<file path="config.mk">
export PLATFORM = sky130hd
export DESIGN_NAME = warp_barrier_ctrl
export DESIGN_NICKNAME = d
export VERILOG_FILES = /design/src/rtl/gpu_types.sv /design/src/rtl/warp_barrier_entry.sv /design/src/rtl/warp_barrier_ctrl.sv
export SDC_FILE = /design/constraint.sdc
export NUM_CORES = 1
export LEC_CHECK = 0
export CAP_MARGIN = 10
export CORE_ASPECT_RATIO = 1.5
export CORE_MARGIN = 10
export CORE_UTILIZATION = 50
export DETAILED_ROUTE_END_ITERATION = 16
export DONT_BUFFER_PORTS = 1
export SKIP_CTS_REPAIR_TIMING = 1
export SYNTH_ARGS = -nofsm -noshare
export SYNTH_HDL_FRONTEND = slang
export SYNTH_SLANG_ARGS = --single-unit
</file>
<file path="constraint.sdc">
create_clock -name clk -period 2.9 [get_ports clk]
set_input_delay 0.29 -clock clk [delete_from_list [all_inputs] [get_ports clk]]
set_output_delay 0.29 -clock clk [all_outputs]
set_load 0.03 [all_outputs]
</file>
<file path="src/rtl/gpu_types.sv">
// Shared GPU type definitions: core sizing defaults, barrier request and
// barrier release bundles, and the per-barrier state encoding.
`ifndef NUM_WARPS
`define NUM_WARPS 4
`endif
`ifndef NUM_BARRIERS
`define NUM_BARRIERS 4
`endif
`ifndef NW_BITS
`define NW_BITS 2
`endif
`ifndef NB_BITS
`define NB_BITS 2
`endif
`ifndef GPU_BARRIER_RELEASE_BITS
`define GPU_BARRIER_RELEASE_BITS (1 + `NUM_WARPS)
`endif

package gpu_types;

  typedef struct packed {
    logic                valid;
    logic [`NB_BITS-1:0] id;
    logic [`NW_BITS-1:0] size_m1;
  } gpu_barrier_t;

  typedef struct packed {
    logic                  valid;
    logic [`NUM_WARPS-1:0] wmask;
  } gpu_barrier_release_t;

  typedef enum logic {
    BAR_IDLE       = 1'b0,
    BAR_COLLECTING = 1'b1
  } bar_state_t;

endpackage

</file>
<file path="src/rtl/warp_barrier_entry.sv">
// One barrier slot: tracks IDLE/COLLECTING state, the waiting-warp mask,
// the arrival count and the participant count latched by the first arrival.
module warp_barrier_entry
  import gpu_types::*;
#(
  parameter int NUM_WARPS = `NUM_WARPS,
  parameter int NW_BITS   = `NW_BITS
) (
  input  logic                 clk,
  input  logic                 reset_n,
  input  logic                 arrive,
  input  logic [NW_BITS-1:0]   wid,
  input  logic [NW_BITS-1:0]   size_m1,
  output logic [NUM_WARPS-1:0] mask,
  output logic                 complete,
  output logic [NUM_WARPS-1:0] complete_mask,
  output logic                 size_mismatch
);

  bar_state_t             state;
  logic [NW_BITS:0]       count;
  logic [NW_BITS-1:0]     size_lat;
  logic [NUM_WARPS-1:0]   wid_bit;
  logic [NW_BITS:0]       next_count;
  logic [NW_BITS:0]       target;

  // Decode the arriving warp and decide whether this arrival finishes the barrier;
  // a collecting barrier always uses its latched size, never the request's.
  always_comb begin
    wid_bit        = '0;
    wid_bit[wid]   = 1'b1;
    next_count     = count + (NW_BITS+1)'(1);
    target         = {1'b0, size_lat} + (NW_BITS+1)'(1);
    size_mismatch  = (state == BAR_COLLECTING) && (size_m1 != size_lat);
    complete       = arrive && ((state == BAR_IDLE) ? (size_m1 == '0)
                                                    : (next_count == target));
    complete_mask  = mask | wid_bit;
  end

  // Barrier state machine: start collecting, add members, or complete and clear.
  always_ff @(posedge clk or negedge reset_n) begin
    if (!reset_n) begin
      state    <= BAR_IDLE;
      mask     <= '0;
      count    <= '0;
      size_lat <= '0;
    end else if (arrive) begin
      if (complete) begin
        state <= BAR_IDLE;
        mask  <= '0;
        count <= '0;
      end else if (state == BAR_IDLE) begin
        state    <= BAR_COLLECTING;
        mask     <= wid_bit;
        count    <= (NW_BITS+1)'(1);
        size_lat <= size_m1;
      end else begin
        mask  <= complete_mask;
        count <= next_count;
      end
    end
  end

endmodule

</file>
<file path="src/rtl/warp_barrier_ctrl.sv">
// Barrier controller for the warp scheduler: decodes arrivals to barrier
// slots, flags protocol violations and holds completed releases in a
// single output slot until the scheduler takes them.
module warp_barrier_ctrl
  import gpu_types::*;
#(
  parameter int NUM_WARPS    = `NUM_WARPS,
  parameter int NUM_BARRIERS = `NUM_BARRIERS,
  parameter int NW_BITS      = `NW_BITS,
  parameter int NB_BITS      = `NB_BITS
) (
  input  logic                 clk,
  input  logic                 reset_n,
  input  logic                 bar_valid,
  output logic                 bar_ready,
  input  logic [NW_BITS-1:0]   bar_wid,
  input  logic [NB_BITS-1:0]   bar_id,
  input  logic [NW_BITS-1:0]   bar_size_m1,
  output logic [NUM_WARPS-1:0] stall_mask,
  output logic                 release_valid,
  input  logic                 release_ready,
  output logic [NUM_WARPS-1:0] release_mask,
  output logic                 err
);

  logic [NUM_WARPS-1:0]    ent_mask     [NUM_BARRIERS];
  logic [NUM_WARPS-1:0]    ent_cmask    [NUM_BARRIERS];
  logic [NUM_BARRIERS-1:0] ent_complete;
  logic [NUM_BARRIERS-1:0] ent_mismatch;
  logic [NUM_BARRIERS-1:0] ent_arrive;

  logic                    accept;
  logic                    dup;
  logic                    mismatch_sel;
  logic                    complete_any;
  logic [NUM_WARPS-1:0]    complete_sel;

  // A held, unconsumed release blocks new arrivals so the single slot is never overwritten.
  assign bar_ready = reset_n & ~(release_valid & ~release_ready);
  assign accept    = bar_valid & bar_ready;
  assign dup       = stall_mask[bar_wid];

  genvar g;
  generate
    for (g = 0; g < NUM_BARRIERS; g++) begin : g_entry
      assign ent_arrive[g] = accept & ~dup & (bar_id == NB_BITS'(g));

      warp_barrier_entry #(
        .NUM_WARPS (NUM_WARPS),
        .NW_BITS   (NW_BITS)
      ) u_entry (
        .clk           (clk),
        .reset_n       (reset_n),
        .arrive        (ent_arrive[g]),
        .wid           (bar_wid),
        .size_m1       (bar_size_m1),
        .mask          (ent_mask[g]),
        .complete      (ent_complete[g]),
        .complete_mask (ent_cmask[g]),
        .size_mismatch (ent_mismatch[g])
      );
    end
  endgenerate

  // Merge all waiting warps and pick the mask of whichever barrier completes this cycle.
  always_comb begin
    stall_mask   = '0;
    complete_sel = '0;
    for (int i = 0; i < NUM_BARRIERS; i++) begin
      stall_mask = stall_mask | ent_mask[i];
      if (ent_complete[i]) begin
        complete_sel = complete_sel | ent_cmask[i];
      end
    end
    complete_any = |ent_complete;
    mismatch_sel = ent_mismatch[bar_id];
  end

  // Output slot and error pulse; a new completion may reload the slot in the cycle it is consumed.
  always_ff @(posedge clk or negedge reset_n) begin
    if (!reset_n) begin
      release_valid <= 1'b0;
      release_mask  <= '0;
      err           <= 1'b0;
    end else begin
      err <= accept & (dup | mismatch_sel);
      if (complete_any) begin
        release_valid <= 1'b1;
        release_mask  <= complete_sel;
      end else if (release_ready) begin
        release_valid <= 1'b0;
        release_mask  <= '0;
      end
    end
  end

endmodule

</file>
==> results of run 1 <==
synth_stat cells, drive strengths merged, types with 3 or more instances:
library cell  number  share of area (%)
and4               4                1.5
o2bb2ai            4                1.3
o31ai              3               0.85
nor2b              4               0.95
nand2b             5                1.2
mux2               8                3.7
inv               10                1.4
a22oi              6                1.7
or2                5                1.2
or4                3                1.1
nand2             34                5.2
o41ai              6                2.0
nand3              6                1.1
buf                6                1.1
a21o               3               0.90
nand4              6                1.4
xor2              16                5.3
or3                8                2.1
dfrtp             46                 43
xor3               4                3.6
ha                 8                3.8
o21ai             23                4.3
a211oi             3               0.85
nor2              12                1.7
area by class of cell:
type | instances | area (sq um) | share of cell area [%]
clock buffer | 6 | 82.6 | 2.83
clock inverter | 1 | 30.0 | 1.03
inverter | 10 | 37.5 | 1.29
multi-input combinational | 192 | 1420 | 48.8
sequential | 46 | 1150 | 39.5
tap | 68 | 85.1 | 2.92
timing repair buffer | 11 | 105 | 3.61
where the power goes:
part / total (mW) / internal (mW) / switching, mW
Clock: 0.489 / 0.276 / 0.213
Sequential: 1.18 / 0.879 / 0.297
Combinational: 1.23 / 0.581 / 0.649
cell families after synthesis:
group / share of synthesized area (%)
compound gates: 15.6
xor+xnor: 8.88
fa+ha+maj: 3.78
buf+inv: 2.79
flops: 43.5
mux: 5.29
simple gates: 20.2
worst max-delay path: cells and delay by family, from the launching register on:
kind	cells	cell delay, ns
flip-flops	1	0.42
multiplexers	1	0.37
AO/OA/AOI/OAI	1	0.45
AND/OR/NAND/NOR	4	1.31
worst max path at each step:
stage / endpoint / start
2_1_floorplan: g_entry[3].u_entry.size_lat[0] / g_entry[0].u_entry.mask[1]
3_3_place_gp: g_entry[2].u_entry.size_lat[1] / g_entry[0].u_entry.mask[2]
3_5_place_dp: g_entry[2].u_entry.size_lat[0] / g_entry[0].u_entry.mask[2]
4_1_cts: g_entry[2].u_entry.size_lat[1] / g_entry[0].u_entry.mask[2]
5_1_grt: g_entry[2].u_entry.size_lat[0] / g_entry[0].u_entry.mask[2]
6_report: g_entry[2].u_entry.size_lat[0] / g_entry[0].u_entry.mask[2]
per-layer routing:
layer | global-route usage [%] | routed length (microns)
met1 | 15.1 | 2410
met2 | 28.1 | 3330
met3 | 3.62 | 283
met4 | 5.27 | 184
met5 | 0 | 0
registers in the layout (all words and copies together), names as in the netlist:
name	flops
g_entry.u_entry.state	4
g_entry.u_entry.size_lat	8
g_entry.u_entry.mask	16
release_valid	1
err	1
release_mask	4
g_entry.u_entry.count	12
==> results.toml, run 1 <==
[status]
outcome = "finished, final reports clean"

[critical_path]
reg2reg_slack_ns = 0.23
reg2reg_from = "g_entry[0].u_entry.mask[2]"
worstPathCellList = "or4_4 -> a222oi_1 -> and4bb_4 -> nand2_2 -> nor3_1 -> mux2_2"
slowest_delay_ns = 0.55
r2r_cells = 6
cp_slowest_cell = "or4_4"
worst_ep_required_time_ns = 3.08
start_kind = "flip-flop"
cp-end-kind = "flip-flop"
rr_endpoint = "g_entry[2].u_entry.size_lat[0]"
critPathKind = "reg2reg"
critPathArrivalTime_ns = 2.85
critPathMaxFanout = 9

[cts]
cts_inserted_buffers = 5
htreeDepth = 2
cts.clk_slew.worst_paths_ns = 0.08
clock_latency_ns = 0.30
cts_tree = "built"
cts_root_buf = "clkbuf_8"
cts_sinks = 46
cts.path.max_buffers = 2

[global_route]
grt_max_degree = 50
grt_pass1_vias = 2030
grt_pass1_wl_microns = 10000
grt-ovfl-total = 0
grt.total_usage_pct = 14.8
antenna_found_initial = 0

[min_path]
hp-class = "in2reg"
hold_depth = 1
hp-start = "bar_size_m1[1]"
min_to = "g_entry[3].u_entry.size_lat[1]"

[floorplanning]
rows = 32
io_pins = 21
die_x_microns = 79.4
core_area_sq_um = 5120
die_area_sq_um = 8670
initial_core_util_pct = 51.7
die_y_microns = 109

[final_layout]
final_layout_size_suffix_gt1_share_pct = 16.9
diodes = 0
stdcell_count = 334
area_growth_pct = 10.1
stdcell_area_sq_um = 2910
utilization_pct = 56.9
nets = 284
fillers = 484
layout_common_cells = "dfrtp_1, nand2_1, o21ai_0"
final_common_cell = "dfrtp_1"

[timing]
hold_viol_final = 0
max_slew.worst_pin.slew_ns = 0.602
setup_ws_ns = 0.232
slew-limit-headroom_pct = 59.5
setup_viol = 0
max_freq_ghz = 0.375
hold_slack_ns = 0.135
rsz0062_at_grt = "false"
finalCriticalPeriod_ns = 2.67
final_max_slew_viol_count = 0
fin_crit_sh_pct = 92.0
finClkSkew_ns = 0.00909
fin_setup_tns_ns = 0

[routing]
vias = 1981
post-route-drc-count = 0
first_pass_iters = 4
routed_wl_microns = 6210
drt.antenna.violating_nets = 0
drt_iter0_drc = 103
wl_per_cell_microns = 18.6
routed_via_density = 5.93

[place]
dp_slack_ns = 0.230
io_buffers = 0
placed_cell_area_sq_um = 2760
post-dp-hpwl_microns = 4720
gp_congestion = 0.889
dpl.cell_count = 325

[pwr]
leakagePower_nw = 1.36
p_per_area_nw_per_um2 = 993
vdd_ir_drop_max_v = 0.000464
power_mw = 2.89

[synth]
synthArstFlopShare_pct = 100
yosys_warnings = 0
synth_enable_flop_cells = 0
synth_top_flop_cell = "dfrtp_1"
ys_seq_area_share_pct = 43.5
synth-seq-cells = 46
synthCells = 256
netlist_area_sq_um = 2650
synth.avg_cell_area_sq_um = 10.3
syn_nets = 274
ys_types = 49

[job]
cap_violations = 0
Note: power is estimated with default switching activity, not from simulation.
==> inputs of run 2 (changes only) <==
==> constraint.sdc (replaced) <==
create_clock -name clk -period 2.65 [get_ports clk]
set_input_delay 0.265 -clock clk [delete_from_list [all_inputs] [get_ports clk]]
set_output_delay 0.265 -clock clk [all_outputs]
set_load 0.03 [all_outputs]
==> run 2 against run 1 <==
Critical path depth grew 1. Via count grew 4.3%. Critical endpoint is now g_entry[3].u_entry.size_lat[0]. Sequential cell count is the same. Global-route usage grew 0.14 points. Core utilization grew 3.0 points.
==> results.toml, run 2 (synthesis gave the netlist of run 1 again) <==
[status]
outcome = "finished, final reports clean"

[job]
cap_violations = 0

[place]
placed_cell_area_sq_um = 2890
io_buffers = 0
dp_slack_ns = 0.0610
gp_congestion = 0.863
dpl.cell_count = 341
post-dp-hpwl_microns = 4890

[routing]
routed.top_layer = "met4"
first_pass_iters = 4
post-route-drc-count = 0
vias = 2066
wl_met1_microns = 2430
met2_length_microns = 3460
drt_iter0_drc = 111
routed_wl_microns = 6450
routed_via_density = 5.82
wl_per_cell_microns = 18.2
wl_met3_microns = 346
drt.antenna.violating_nets = 0

[timing]
finClkSkew_ns = 0.00533
final_max_slew_viol_count = 0
max_slew.worst_pin.slew_ns = 0.446
slew-limit-headroom_pct = 70.1
rsz0062_at_grt = "true"
finalCriticalPeriod_ns = 2.60
hold_slack_ns = 0.106
max_freq_ghz = 0.385
setup_viol = 0
fin_crit_sh_pct = 98.0
setup_ws_ns = 0.0542
fin_setup_tns_ns = 0
hold_viol_final = 0

[cts]
cts_sinks = 46
cts.clk_slew.worst_paths_ns = 0.09
clock_latency_ns = 0.30
cts.path.max_buffers = 2
htreeDepth = 2
cts_tree = "built"
cts_root_buf = "clkbuf_8"
cts_inserted_buffers = 5

[final_layout]
area_growth_pct = 15.9
diodes = 0
layout_common_cells = "dfrtp_1, nand2_1, buf_4"
final_layout_size_suffix_gt1_share_pct = 24.7
final_common_cell = "dfrtp_1"
nets = 305
top_register = "g_entry.u_entry.mask"
reg.largest.list = "g_entry.u_entry.mask x16, g_entry.u_entry.count x12, g_entry.u_entry.size_lat x8"
largest_register_ff_count = 16
stdcell_area_sq_um = 3070
utilization_pct = 59.9
stdcell_count = 355

[global_route]
antenna_found_initial = 0
grt-ovfl-total = 0
grt_pass1_vias = 2042
grt_max_degree = 50
grt.total_usage_pct = 14.9
grt_pass1_wl_microns = 10000

[critical_path]
critPathMaxFanout = 5
worst_ep_required_time_ns = 2.84
critPathKind = "reg2reg"
start_kind = "flip-flop"
critPathArrivalTime_ns = 2.79
cp-end-kind = "flip-flop"

[floorplanning]
io_pins = 21
rows = 32
die_x_microns = 79.4
core_area_sq_um = 5120
die_area_sq_um = 8670
die_y_microns = 109
initial_core_util_pct = 51.7

[pwr]
p_per_area_nw_per_um2 = 1070
vdd_ir_drop_max_v = 0.000545
power_mw = 3.29
leakagePower_nw = 1.46

[min_path]
hp-class = "in2reg"
run 2: cell count changes in the layout (fill, tap and decap cells not counted), sizes merged:
cell,previous run,this run
buf,10,31
bufinv,1,0
clkbuf,6,5
clkinv,0,2
run 2: worst paths after layout:
| path | start | end | slack, ns | depth (start not counted) |
|---|---|---|---|---|
| worst max register to register | g_entry[0].u_entry.mask[2] | g_entry[3].u_entry.size_lat[0] | 0.05 | 7 |
| max in group asynchronous | reset_n | g_entry[0].u_entry.count[2] | 1.97 | 2 |
| worst min register to register | g_entry[2].u_entry.count[1] | g_entry[2].u_entry.count[1] | 0.50 | 2 |
| worst min-delay path | bar_size_m1[1] | g_entry[1].u_entry.size_lat[1] | 0.11 | 1 |
| min in group asynchronous | reset_n | g_entry[3].u_entry.count[2] | 0.46 | 2 |
| worst max-delay path | g_entry[0].u_entry.mask[2] | g_entry[3].u_entry.size_lat[0] | 0.05 | 7 |
run 2: metal layers:
layer  GRT usage [%]  vias up
li1                -      997
met1            15.1     1001
met2            27.2       53
met3            3.79       15
met4            7.84        0
met5               0        -
run 2: power breakdown:
part,internal (mW),switching [mW],total [mW]
Sequential,0.961,0.310,1.27
Combinational,0.818,0.782,1.60
Clock,0.178,0.238,0.416
run 2: area by class of cell:
cell class / instances / area (sq um)
fill: 470 / 2060
multi-input combinational: 192 / 1450
sequential: 46 / 1150
timing repair buffer: 32 / 263
tap: 68 / 85.1
clock buffer: 5 / 68.8
inverter: 10 / 37.5
clock inverter: 2 / 10.0
run 2: critical path, stage by stage (launching register included):
cell and delay (ns):
dfrtp_1 0.40, or4_4 0.54, a222oi_1 0.37, buf_4 0.20
and4bb_4 0.29, nand2_4 0.06, or3_4 0.34, mux2_4 0.30
==> inputs of run 3 (changes only) <==
--- a/config.mk
+++ b/config.mk
@@ -8,9 +8,10 @@
 export CAP_MARGIN = 10
 export CORE_ASPECT_RATIO = 1.5
 export CORE_MARGIN = 10
-export CORE_UTILIZATION = 50
+export CORE_UTILIZATION = 60
 export DETAILED_ROUTE_END_ITERATION = 16
 export DONT_BUFFER_PORTS = 1
+export PLACE_DENSITY = 0.76
 export SKIP_CTS_REPAIR_TIMING = 1
 export SYNTH_ARGS = -nofsm -noshare
 export SYNTH_HDL_FRONTEND = slang
==> run 3 against run 2 <==
Via count decreased by 2.0%. Fmax decreased by 0.28%. Sequential cell count unchanged. Highest routed layer unchanged.
==> results.toml, run 3 (synthesis gave the netlist of run 1 again) <==
[status]
outcome = "finished, final reports clean"

[global_route]
grt-ovfl-total = 0
antenna_found_initial = 0
grt_pass1_wl_microns = 9230
grt.total_usage_pct = 15.3
grt_pass1_vias = 1964
use_met1_pct = 17.6
met2_usage_pct = 26.3
met3_usage_pct = 4.01
grt_max_degree = 50
grt.busiest_layer = "met2"

[final_layout]
stdcell_count = 321
final_layout_size_suffix_gt1_share_pct = 20.0
nets = 293
layout_common_cells = "dfrtp_1, nand2_1, o21ai_0"
final_common_cell = "dfrtp_1"
top_register = "g_entry.u_entry.mask"
reg.largest.list = "g_entry.u_entry.mask x16, g_entry.u_entry.count x12, g_entry.u_entry.size_lat x8"
utilization_pct = 68.9
diodes = 0
area_growth_pct = 10.4
largest_register_ff_count = 16

[timing]
hold_slack_ns = 0.112
slew-limit-headroom_pct = 60.8
fin_crit_sh_pct = 98.2
finClkSkew_ns = 0.00739
setup_viol = 0
max_slew.worst_pin.slew_ns = 0.583
hold_viol_final = 0
final_max_slew_viol_count = 0
max_freq_ghz = 0.384
finalCriticalPeriod_ns = 2.60

[floorplanning]
io_pins = 21
die_y_microns = 101
rows = 29
initial_core_util_pct = 62.4
die_x_microns = 74.2
core_area_sq_um = 4250
die_area_sq_um = 7520

[pwr]
power_mw = 3.13
vdd_ir_drop_max_v = 0.000752
leakagePower_nw = 1.39
p_per_area_nw_per_um2 = 1070

[critical_path]
critPathKind = "reg2reg"
cp-end-kind = "flip-flop"
start_kind = "flip-flop"
critPathArrivalTime_ns = 2.79
r2r_cells = 7
rr_endpoint = "g_entry[3].u_entry.size_lat[1]"
reg2reg_slack_ns = 0.05
reg2reg_from = "g_entry[0].u_entry.mask[2]"
worst_ep_required_time_ns = 2.84
critPathMaxFanout = 4

[cts]
cts_root_buf = "clkbuf_8"
cts.path.max_buffers = 2
cts.clk_slew.worst_paths_ns = 0.08
htreeDepth = 2
cts_inserted_buffers = 5
cts_tree = "built"
clock_latency_ns = 0.30
cts_sinks = 46

[place]
post-dp-hpwl_microns = 4310
gp_congestion = 0.850
dpl.cell_count = 311
io_buffers = 0

[routing]
wl_per_cell_microns = 17.9
routed_via_density = 6.31
post-route-drc-count = 0
routed_wl_microns = 5740
drt_iter0_drc = 129
drt.antenna.violating_nets = 0
vias = 2025
first_pass_iters = 4

[min_path]
hp-class = "in2reg"
hold_depth = 1
hp-start = "bar_size_m1[0]"
min_to = "g_entry[3].u_entry.size_lat[0]"

[job]
cap_violations = 0
## run 3: critical path, cell delays in order (launching register included)
cell	delay, ns
dfrtp_1	0.40
or4_4	0.55
a222oi_1	0.37
buf_4	0.19
and4bb_4	0.28
nand2_4	0.06
or3_4	0.34
mux2_4	0.30
## run 3: cell type report
cell class	count	area, sq um
inverter	10	37.5
tap	46	57.6
clock inverter	2	10.0
clock buffer	5	68.8
fill	344	1320
timing repair buffer	20	173
multi-input combinational	192	1430
sequential	46	1150
## run 3: worst max path at each step
stage,from,to,slack (ns)
final,g_entry[0].u_entry.mask[2],g_entry[3].u_entry.size_lat[1],0.05
after global routing,g_entry[0].u_entry.mask[2],g_entry[3].u_entry.mask[2],-0.03
after CTS,g_entry[0].u_entry.mask[2],g_entry[3].u_entry.size_lat[1],0.02
after detailed placement,g_entry[0].u_entry.mask[2],g_entry[3].u_entry.size_lat[1],0.03
after global placement,g_entry[0].u_entry.mask[2],g_entry[3].u_entry.size_lat[0],0.11
after floorplan,g_entry[0].u_entry.mask[2],g_entry[3].u_entry.size_lat[0],0.03
## run 3: metal layers
layer	vias to the layer above	wire length (microns)
met2	52	2950
met4	0	108
met5	-	0
li1	977	-
met1	986	2380
met3	10	310
## run 3: power by group
part	internal [mW]	switching [mW]	leakage, nW
clock	0.177	0.226	0.0438
combinational	0.705	0.752	0.745
sequential	0.962	0.304	0.598
total	1.84	1.28	1.39
## run 3: stage by stage
stage | instance area, sq um | setup slack [ns] | setup TNS [ns]
after floorplan | 2650 | 0.0324 | 0
after global placement | 2800 | 0.115 | 0
after detailed placement | 2800 | 0.0336 | 0
after CTS | 2880 | 0.0186 | 0
after global routing | 2920 | -0.0289 | -0.102
final | 2920 | 0.0469 | 0
